## config.mk

```make
export PLATFORM = sky130hd
export DESIGN_NAME = ram_port_arbiter
export DESIGN_NICKNAME = d
export VERILOG_FILES = /design/src/rtl/ram_arb_pkg.sv /design/src/rtl/ram_port_arbiter.sv
export SDC_FILE = /design/constraint.sdc
export NUM_CORES = 1
export LEC_CHECK = 0
export ABC_AREA = 0
export CORE_ASPECT_RATIO = 0.8
export CORE_MARGIN = 5
export CORE_UTILIZATION = 23
export CTS_BUF_LIST = sky130_fd_sc_hd__clkbuf_8 sky130_fd_sc_hd__clkbuf_16
export DETAILED_ROUTE_END_ITERATION = 8
export PLACE_DENSITY_LB_ADDON = 0.25
export SLEW_MARGIN = 25
export SYNTH_ARGS = -nofsm -noshare
export SYNTH_HDL_FRONTEND = slang
export SYNTH_SLANG_ARGS = --single-unit
```

## constraint.sdc

```tcl
create_clock -name sys_clock -period 3 [get_ports sys_clock]
set_clock_uncertainty 0.1 [all_clocks]
set_input_delay 0.6 -clock sys_clock [delete_from_list [all_inputs] [get_ports sys_clock]]
set_output_delay 0.6 -clock sys_clock [all_outputs]
set_load 0.02 [all_outputs]
```

## src/rtl/ram_arb_pkg.sv

```systemverilog
`default_nettype none
// ============================================================================
// Module   : ram_arb_pkg
// Purpose  : Shared constants, types and helpers for the RAM port arbiter.
// Revision : 1.0 - initial release
// ============================================================================
package ram_arb_pkg;

    // Requester indices
    localparam logic M0 = 1'b0;
    localparam logic M1 = 1'b1;

    // Widest word address a request bundle can carry; narrower RAMs zero-extend
    localparam int WADDR_MAX = 30;

    // Width of the burst beat counter that must hold 0..max_burst
    function automatic int beat_w(input int max_burst);
        return $clog2(max_burst + 1);
    endfunction

    // One requester's transaction fields
    typedef struct packed {
        logic [WADDR_MAX-1:0] addr;
        logic [3:0]           byteena;
        logic [31:0]          data;
        logic                 wren;
        logic                 lock;
    } req_bundle_t;

endpackage
`default_nettype wire

```

## src/rtl/ram_port_arbiter.sv

```systemverilog
`default_nettype none
// ============================================================================
// Module   : ram_port_arbiter
// Purpose  : Round-robin arbiter sharing one RAM port between two word
//            requesters, with burst locking bounded by MAX_BURST and a fixed
//            one-cycle read return.
// Revision : 1.0 - initial release
// ============================================================================
module ram_port_arbiter
    import ram_arb_pkg::*;
#(
    parameter int ADDR_BITS = 12,
    parameter int MAX_BURST = 8
) (
    input  logic                 sys_clock,
    input  logic                 resetn,

    input  logic                 m0_req,
    input  logic                 m0_lock,
    input  logic [ADDR_BITS-3:0] m0_addr,
    input  logic [3:0]           m0_byteena,
    input  logic [31:0]          m0_data,
    input  logic                 m0_wren,
    output logic                 m0_gnt,
    output logic                 m0_rvalid,
    output logic [31:0]          m0_rdata,

    input  logic                 m1_req,
    input  logic                 m1_lock,
    input  logic [ADDR_BITS-3:0] m1_addr,
    input  logic [3:0]           m1_byteena,
    input  logic [31:0]          m1_data,
    input  logic                 m1_wren,
    output logic                 m1_gnt,
    output logic                 m1_rvalid,
    output logic [31:0]          m1_rdata,

    output logic [ADDR_BITS-3:0] ram_addr,
    output logic [3:0]           ram_byteena,
    output logic [31:0]          ram_data,
    output logic                 ram_wren,
    output logic                 ram_rden,
    input  logic [31:0]          ram_q
);

    localparam int                c_AW       = ADDR_BITS - 2;
    localparam int                c_BEAT_W   = beat_w(MAX_BURST);
    localparam logic [c_BEAT_W-1:0] c_MAX_BEAT = c_BEAT_W'(MAX_BURST);
    localparam logic [c_BEAT_W-1:0] c_BEAT_ONE = c_BEAT_W'(1);

    // Arbitration state
    logic                r_last;
    logic                r_sel;
    logic                r_lock_act;
    logic                r_owner;
    logic [c_BEAT_W-1:0] r_beat_cnt;
    logic [1:0]          r_rd_pend;

    // Decision and datapath nets
    logic [1:0]  w_req;
    req_bundle_t w_rq [2];
    req_bundle_t w_sel_rq;
    logic        w_granted;
    logic        w_g;
    logic        w_idx;
    logic        w_other;
    logic        w_rden;
    logic        w_unused_addr_hi;

    // Requests are ignored while reset is held so no strobe escapes
    assign w_req   = {m1_req, m0_req} & {2{resetn}};
    assign w_other = ~r_owner;

    // Pack each requester's fields into a common bundle
    always_comb begin
        w_rq[0]         = '0;
        w_rq[1]         = '0;
        w_rq[0].addr    = WADDR_MAX'(m0_addr);
        w_rq[0].byteena = m0_byteena;
        w_rq[0].data    = m0_data;
        w_rq[0].wren    = m0_wren;
        w_rq[0].lock    = m0_lock;
        w_rq[1].addr    = WADDR_MAX'(m1_addr);
        w_rq[1].byteena = m1_byteena;
        w_rq[1].data    = m1_data;
        w_rq[1].wren    = m1_wren;
        w_rq[1].lock    = m1_lock;
    end

    // Grant decision: locked owner first (until its burst budget runs out
    // while the other waits), then the lone requester, then round-robin
    always_comb begin
        w_granted = 1'b0;
        w_g       = M0;
        if (r_lock_act && w_req[r_owner] &&
            ((r_beat_cnt < c_MAX_BEAT) || !w_req[w_other])) begin
            w_granted = 1'b1;
            w_g       = r_owner;
        end else begin
            case (w_req)
                2'b01: begin
                    w_granted = 1'b1;
                    w_g       = M0;
                end
                2'b10: begin
                    w_granted = 1'b1;
                    w_g       = M1;
                end
                2'b11: begin
                    w_granted = 1'b1;
                    w_g       = ~r_last;
                end
                default: begin
                    w_granted = 1'b0;
                    w_g       = M0;
                end
            endcase
        end
    end

    // RAM fields come from the granted requester, or the last one when idle
    assign w_idx            = w_granted ? w_g : r_sel;
    assign w_sel_rq         = w_rq[w_idx];
    assign w_unused_addr_hi = |w_sel_rq.addr[WADDR_MAX-1:c_AW];

    assign ram_addr    = w_sel_rq.addr[c_AW-1:0];
    assign ram_byteena = w_sel_rq.byteena;
    assign ram_data    = w_sel_rq.data;
    assign ram_wren    = w_granted & w_sel_rq.wren;
    assign w_rden      = w_granted & ~w_sel_rq.wren;
    assign ram_rden    = w_rden;

    assign m0_gnt    = w_granted & (w_g == M0);
    assign m1_gnt    = w_granted & (w_g == M1);
    assign m0_rvalid = r_rd_pend[0];
    assign m1_rvalid = r_rd_pend[1];
    assign m0_rdata  = ram_q;
    assign m1_rdata  = ram_q;

    // Round-robin pointer, idle mux select and burst-lock bookkeeping
    always_ff @(posedge sys_clock or negedge resetn) begin
        if (!resetn) begin
            r_last     <= M1;
            r_sel      <= M0;
            r_lock_act <= 1'b0;
            r_owner    <= M0;
            r_beat_cnt <= '0;
        end else if (w_granted) begin
            r_last <= w_g;
            r_sel  <= w_g;
            if (w_sel_rq.lock) begin
                r_lock_act <= 1'b1;
                r_owner    <= w_g;
                if (r_lock_act && (r_owner == w_g)) begin
                    if (r_beat_cnt != c_MAX_BEAT) begin
                        r_beat_cnt <= r_beat_cnt + c_BEAT_ONE;
                    end
                end else begin
                    r_beat_cnt <= c_BEAT_ONE;
                end
            end else begin
                r_lock_act <= 1'b0;
                r_beat_cnt <= '0;
            end
        end else if (r_lock_act && !w_req[r_owner]) begin
            // An owner that stops requesting for even one cycle loses the lock
            r_lock_act <= 1'b0;
            r_beat_cnt <= '0;
        end
    end

    // Flag which requester receives ram_q on the cycle after its read grant
    always_ff @(posedge sys_clock or negedge resetn) begin
        if (!resetn) begin
            r_rd_pend <= '0;
        end else begin
            r_rd_pend <= {w_rden & w_g, w_rden & ~w_g};
        end
    end

endmodule
`default_nettype wire

```

==> results of run 1 <==
==> worst min-delay path: stages <==
cell and delay [ns]:
clkdlybuf4s15_1 0.19, buf_4 0.11, buf_4 0.18
==> path summary, 6_finish.rpt <==
check | endpoint | slack (ns) | depth (start not counted)
worst max-delay path | ram_data[27] | 0.05 | 8
worst min-delay path | r_beat_cnt[2] | 0.40 | 3
worst max register to register | r_beat_cnt[1] | 0.94 | 6
worst min register to register | r_last | 0.42 | 2
max in group asynchronous | r_last | 2.18 | 3
min in group sys_clock | r_last | 0.42 | 2
==> area by class of cell <==
class	instances	area, sq um
flip-flops and latches	10	251
clock buffers	4	55.1
repair buffers	173	1730
fillers	662	3830
well taps	87	109
multi-input cells	91	823
inverters	6	22.5
==> routing by layer <==
metal,track usage,vias up
met1,0.164,715
met5,0,-
met3,0.0548,28
met2,0.264,88
li1,-,762
met4,0.0553,0
==> state kept, by name (all words and copies together), names as in the netlist <==
signal	cells
r_beat_cnt	4
r_last	1
r_lock_act	1
r_owner	1
r_rd_pend	2
r_sel	1
==> cell families (layout without fill, tap and decap cells) <==
group | Yosys count | count (layout) | share of synthesized area
and+or+nand+nor | 24 | 24 | 0.0766
DFF | 10 | 10 | 0.157
buffers and inverters | 75 | 183 | 0.336
adders and majority gates | 2 | 2 | 0.0156
muxes | 48 | 48 | 0.339
AOI/OAI and AO/OA | 17 | 17 | 0.0758
==> placed cells by master, fill, tap and decap left out, types with 2 or more instances in the layout <==
cell type	synthesis	final
nand2b_1	2	2
nor2_1	4	4
dlygate4sd2_1	0	2
clkdlybuf4s50_1	0	100
inv_1	6	6
mux2_4	1	2
nand2_1	8	7
buf_12	0	4
buf_6	0	8
a21oi_1	2	2
nand3b_1	2	2
bufbuf_16	0	2
clkbuf_8	0	4
nor3_1	2	2
clkdlybuf4s15_2	0	17
dfrtp_1	9	9
buf_2	1	23
nor4_1	2	2
ha_1	2	2
buf_16	0	2
o21ai_0	4	3
mux2_2	45	45
buf_4	68	14
==> through the flow <==
stage	hold WS [ns]	utilization	worst slack [ns]	TNS, ns	std cells
3_3_place_gp	0.420	0.415	-0.595	-26.86	358
3_5_place_dp	0.408	0.415	-0.582	-26.08	358
5_1_grt	0.420	0.438	0.00688	0	371
4_1_cts	0.409	0.437	0.0107	0	371
2_1_floorplan	0.204	-	0.343	0	176
6_report	0.396	0.438	0.0542	0	371
==> repair_timing <==
item | CTS | global route
setup endpoints to repair | 50 | 19
pin swaps | 3 | 2
resized for setup | 199 | 3
gates cloned | 4 | 0
buffers inserted | 6 | 0
==> power by group through the flow <==
stage               Clock, W  Sequential [W]  Combinational, W
floorplan                  0        0.000163          0.000418
global placement           0        0.000161          0.000650
detailed placement         0        0.000161          0.000650
CTS                 0.000173        0.000159          0.000702
global route        0.000183        0.000161          0.000738
finish              0.000170        0.000159          0.000696
==> metrics.cfg, run 1 <==
[clock_tree]
cts_made_buffers = 3
clock_latency_ns = 0.24
cts-htree-levels = 1
clk_pin_slew_ns = 0.05
clockBufferDepth = 2
cts-root-buf = clkbuf_8
cts.sinks = 10
cts_tree = yes
cts_hold_buf = 0

[placement]
dp_hpwl_um = 5710
place_area_sq_um = 2830
io_buffer_count = 151
gp_congestion = 0.768

[setup_path]
critPathLaunchType = input pin
worstPathArrival_ns = 2.25
cp.required_ns = 2.30
r2r-start = r_beat_cnt[3]
cp_top_family = buffers and inverters
path_cells = buf_2 > nor4bb_1 > a311o_2 > nand2_4 > buf_6 > bufbuf_16 > mux2_2 > buf_4
end_kind = output port
crit_buf_inv = 4
cp_slowest_cell = a311o_2
cpPeakStageDelay_ns = 0.39
worstSetupPathType = in2out
critPathMaxFanout = 6
startpoint = m0_req

[outcome]
status = finished, final reports clean

[synthesis]
synth.distinct_cells = 33
synth_fp_nets = 310
synth.avg_cell_area_sq_um = 9.10
ys_seq_elements = 10
synth_async_sr_flop_share = 1.00
yosysMostFrequentCell = buf_4
synth_edf_count = 0
synthesis.area_sq_um = 1600
syn_inst = 176
synth_area_leader_cell = buf_4
synth_top_area_frac = 0.319
ys.flop_type = dfrtp_1
synth_area_leaders = buf_4 (32%), mux2_2 (32%), dfrtp_1 (14%), nand2_1 (1.9%), dfstp_2 (1.6%)
synth_common_cells = buf_4 (68), mux2_2 (45), dfrtp_1 (9)
yosys_warnings = 0
seq_area_frac_synth = 0.157

[power]
irDropWorstVdd_mv = 0.129
p_seq_frac = 0.155
p_int_w = 0.000678
power_switching_share = 0.339
pwr-share-comb = 0.679
power_w = 0.00103
leakage_nw = 1.30
switchingPower_w = 0.000347
powerDensity_nw_per_um2 = 343
clock_power_share = 0.166

[route]
drc = 0
via_per_inst = 4.29
top_layer_used = met4
vias = 1593
drtIter0Drc = 20
antenna_left = 0
drt-pass1-iter-count = 4
wirelength_um = 6920
wl_per_cell_um = 18.6
wl_met3_um = 681
dr_wl_met2_um = 3560
wl_met1_um = 2480

[worst_hold_path]
hp-class = in2async

[global_route]
antenna_found_initial = 0
grt_overflow = 0
grt_pass1_wl_um = 9990
grtUsageTotal = 0.151
grt_max_degree = 12
grt_pass1_vias = 1775

[cells_and_area]
drive_above_1_share = 0.437
diodes = 0
final_cell_area_sq_um = 2990
area_growth_pct = 86.8
fin_nets = 419

[sta]
rsz0062_at_grt = no
max_slew_margin = 0.755
fin_crit_sh = 0.982
worst_pin_slew_ns = 0.366
fin_crit_ns = 2.95
finalHoldViolCount = 0
drv_slew = 0
setup_viol = 0
max_freq_ghz = 0.339

[floorplanning]
die_x_um = 103
fp.dieArea_sq_um = 8740
initial_core_util = 0.235
rows = 27
die_y_um = 84.6
io-pin-count = 248
core_sq_um = 6820

[flow_run]
max_cap_violations = 0

Power figures use the tool's default switching activity.
==> run 2: changes to the inputs <==
--- a/config.mk
+++ b/config.mk
@@ -6,7 +6,7 @@
 export NUM_CORES = 1
 export LEC_CHECK = 0
 export ABC_AREA = 0
-export CORE_ASPECT_RATIO = 0.8
+export CORE_ASPECT_RATIO = 0.6
 export CORE_MARGIN = 5
 export CORE_UTILIZATION = 23
 export CTS_BUF_LIST = sky130_fd_sc_hd__clkbuf_8 sky130_fd_sc_hd__clkbuf_16
==> metrics.cfg, run 2 (synthesis gave the netlist of run 1 again) <==
[outcome]
status = finished, final reports clean

[sta]
rsz0062_at_grt = no
worst_pin_slew_ns = 0.391  ; +0.0245 ns
fin_crit_ns = 2.94  ; -0.00845 ns
max_slew_margin = 0.738  ; -0.0164
fin_tns_setup_ns = 0  ; unchanged
finalHoldViolCount = 0  ; unchanged
fin_crit_sh = 0.979  ; -0.00282
max_freq_ghz = 0.340  ; +0.29%
drv_slew = 0  ; unchanged
setup_viol = 0  ; unchanged

[floorplanning]
die_x_um = 118  ; +14%
core_sq_um = 6730  ; -1.3%
io-pin-count = 248  ; unchanged
rows = 23  ; -15%
die_y_um = 74.6  ; -12%
fp.dieArea_sq_um = 8790  ; +0.51%
initial_core_util = 0.238  ; +0.00314

[setup_path]
r2r-end = r_beat_cnt[0]
worstSetupPathType = in2out
r2r-start = r_beat_cnt[3]
end_kind = output port
critPathMaxFanout = 9  ; +3
cp.required_ns = 2.30  ; about the same
worstPathArrival_ns = 2.24  ; about the same
r2r_cells = 6  ; unchanged
r2r_slack_ns = 0.89  ; -0.05 ns
critPathLaunchType = input pin

[power]
pwr-share-comb = 0.617  ; -0.062
power_switching_share = 0.333  ; -0.00616
clock_power_share = 0.228  ; +0.062
p_seq_frac = 0.155  ; about the same
powerDensity_nw_per_um2 = 359  ; +4.7%
p_int_w = 0.000696  ; +2.7%
irDropWorstVdd_mv = 0.208  ; +62%
leakage_nw = 1.26  ; -3.1%
power_w = 0.00104  ; +1.7%
switchingPower_w = 0.000347  ; -0.13%

[route]
vias = 1566  ; -1.7%
drtIter0Drc = 28  ; +40%
drt-pass1-iter-count = 4  ; unchanged
wirelength_um = 6840  ; -1.1%
via_per_inst = 4.28  ; -0.35%
drc = 0  ; unchanged
antenna_left = 0  ; unchanged
wl_per_cell_um = 18.7  ; +0.25%

[cells_and_area]
layout_commonest_cell = clkdlybuf4s50_1
layout_common_cells = clkdlybuf4s50_1 (100), mux2_2 (45), buf_2 (25), buf_4 (14), clkdlybuf4s15_2 (13)
postLayoutCoreUtil = 0.431  ; -0.00696
regMostFlops = r_beat_cnt
largest_register_ffs = 4  ; unchanged
area_growth_pct = 81.4
final_cell_area_sq_um = 2910  ; -2.9%
diodes = 0  ; unchanged
fin_nets = 414  ; -1.2%
fin_cells = 366  ; -1.3%
drive_above_1_share = 0.398  ; -0.0388
top_regs = r_beat_cnt x4, r_rd_pend x2

[clock_tree]
cts_made_buffers = 3  ; unchanged
cts-root-buf = clkbuf_16
cts_hold_buf = 0  ; unchanged
cts_tree = yes
cts.sinks = 10  ; unchanged
clk_pin_slew_ns = 0.04  ; about the same
clockBufferDepth = 2  ; unchanged
cts-htree-levels = 1  ; unchanged
clock_latency_ns = 0.24  ; about the same

[global_route]
gr-usage-met2 = 0.234  ; -0.0301
grtUsageTotal = 0.137  ; -0.0136
antenna_found_initial = 0  ; unchanged
gr-max-usage-layer = met2
grt_max_degree = 13  ; +1
grt_pass1_wl_um = 9270  ; -7.2%
grt_overflow = 0  ; unchanged
use_met3 = 0.0668  ; +0.0120
grtUsageMet1 = 0.157  ; -0.00652
grt_pass1_vias = 1630  ; -8.2%

[placement]
gp_congestion = 0.764  ; -0.52%
place_area_sq_um = 2800  ; -0.97%
io_buffer_count = 151  ; unchanged
dp_hpwl_um = 5650  ; -0.99%
dp.cells = 356  ; -0.56%

[flow_run]
max_cap_violations = 0  ; unchanged

[worst_hold_path]
hp-class = in2async

[run 2: cell types whose count changed in the layout (fill, tap and decap cells not counted), sizes merged]
cell           change
clkdlybuf4s15      +2
clkbuf             -1
buf                -7
inv                +1
[run 2: through the flow]
step	hold WS [ns]	worst slack [ns]
after floorplan	0.204	0.343
after global placement	0.399	-0.626
after detailed placement	0.417	-0.625
after CTS	0.427	0.0119
after global routing	0.443	0.00360
final	0.415	0.0627
[run 2: worst max-delay path by stage]
| stage | startpoint | end | cells past startpoint |
|---|---|---|---|
| 2_1_floorplan | m0_req | ram_addr[3] | 6 |
| 3_3_place_gp | m0_req | ram_data[31] | 7 |
| 3_5_place_dp | m0_req | ram_byteena[2] | 7 |
| 4_1_cts | resetn | ram_data[27] | 8 |
| 5_1_grt | m0_req | ram_data[3] | 8 |
| 6_report | m0_req | ram_data[4] | 8 |
[run 2: worst max-delay path: stages]
cell and delay, ns:
buf_2 0.13, nor4bb_1 0.14, a311o_2 0.39, nand2_4 0.10
buf_4 0.12, buf_12 0.12, mux2_2 0.35, clkdlybuf4s15_2 0.27
[run 2: final cells by class]
class                   count  area [sq um]
fillers                   685          3830
repair buffers            168          1620
clock buffers               3          75.1
well taps                  87           109
clock inverters             1          3.75
flip-flops and latches     10           251
inverters                   6          22.5
multi-input cells          91           820
[run 2: power groups by stage]
| stage | logic [W] | clock network, W | registers, W |
|---|---|---|---|
| after global placement | 0.000634 | 0 | 0.000164 |
| after global routing | 0.000682 | 0.000249 | 0.000165 |
| after floorplan | 0.000418 | 0 | 0.000163 |
| after CTS | 0.000638 | 0.000242 | 0.000162 |
| final | 0.000643 | 0.000238 | 0.000162 |
| after detailed placement | 0.000631 | 0 | 0.000164 |
[run 2: repair_timing]
action	CTS	global route
cloned	3	0
setup buffers	1	2
pin swaps	2	2
gates resized for setup	181	2
endpoints found under the setup margin	50	8
[run 2: routing by layer]
layer	routed length (um)	part of all wire
met5	0	0
met4	73	0.011
met3	662	0.097
met2	3540	0.52
met1	2570	0.38
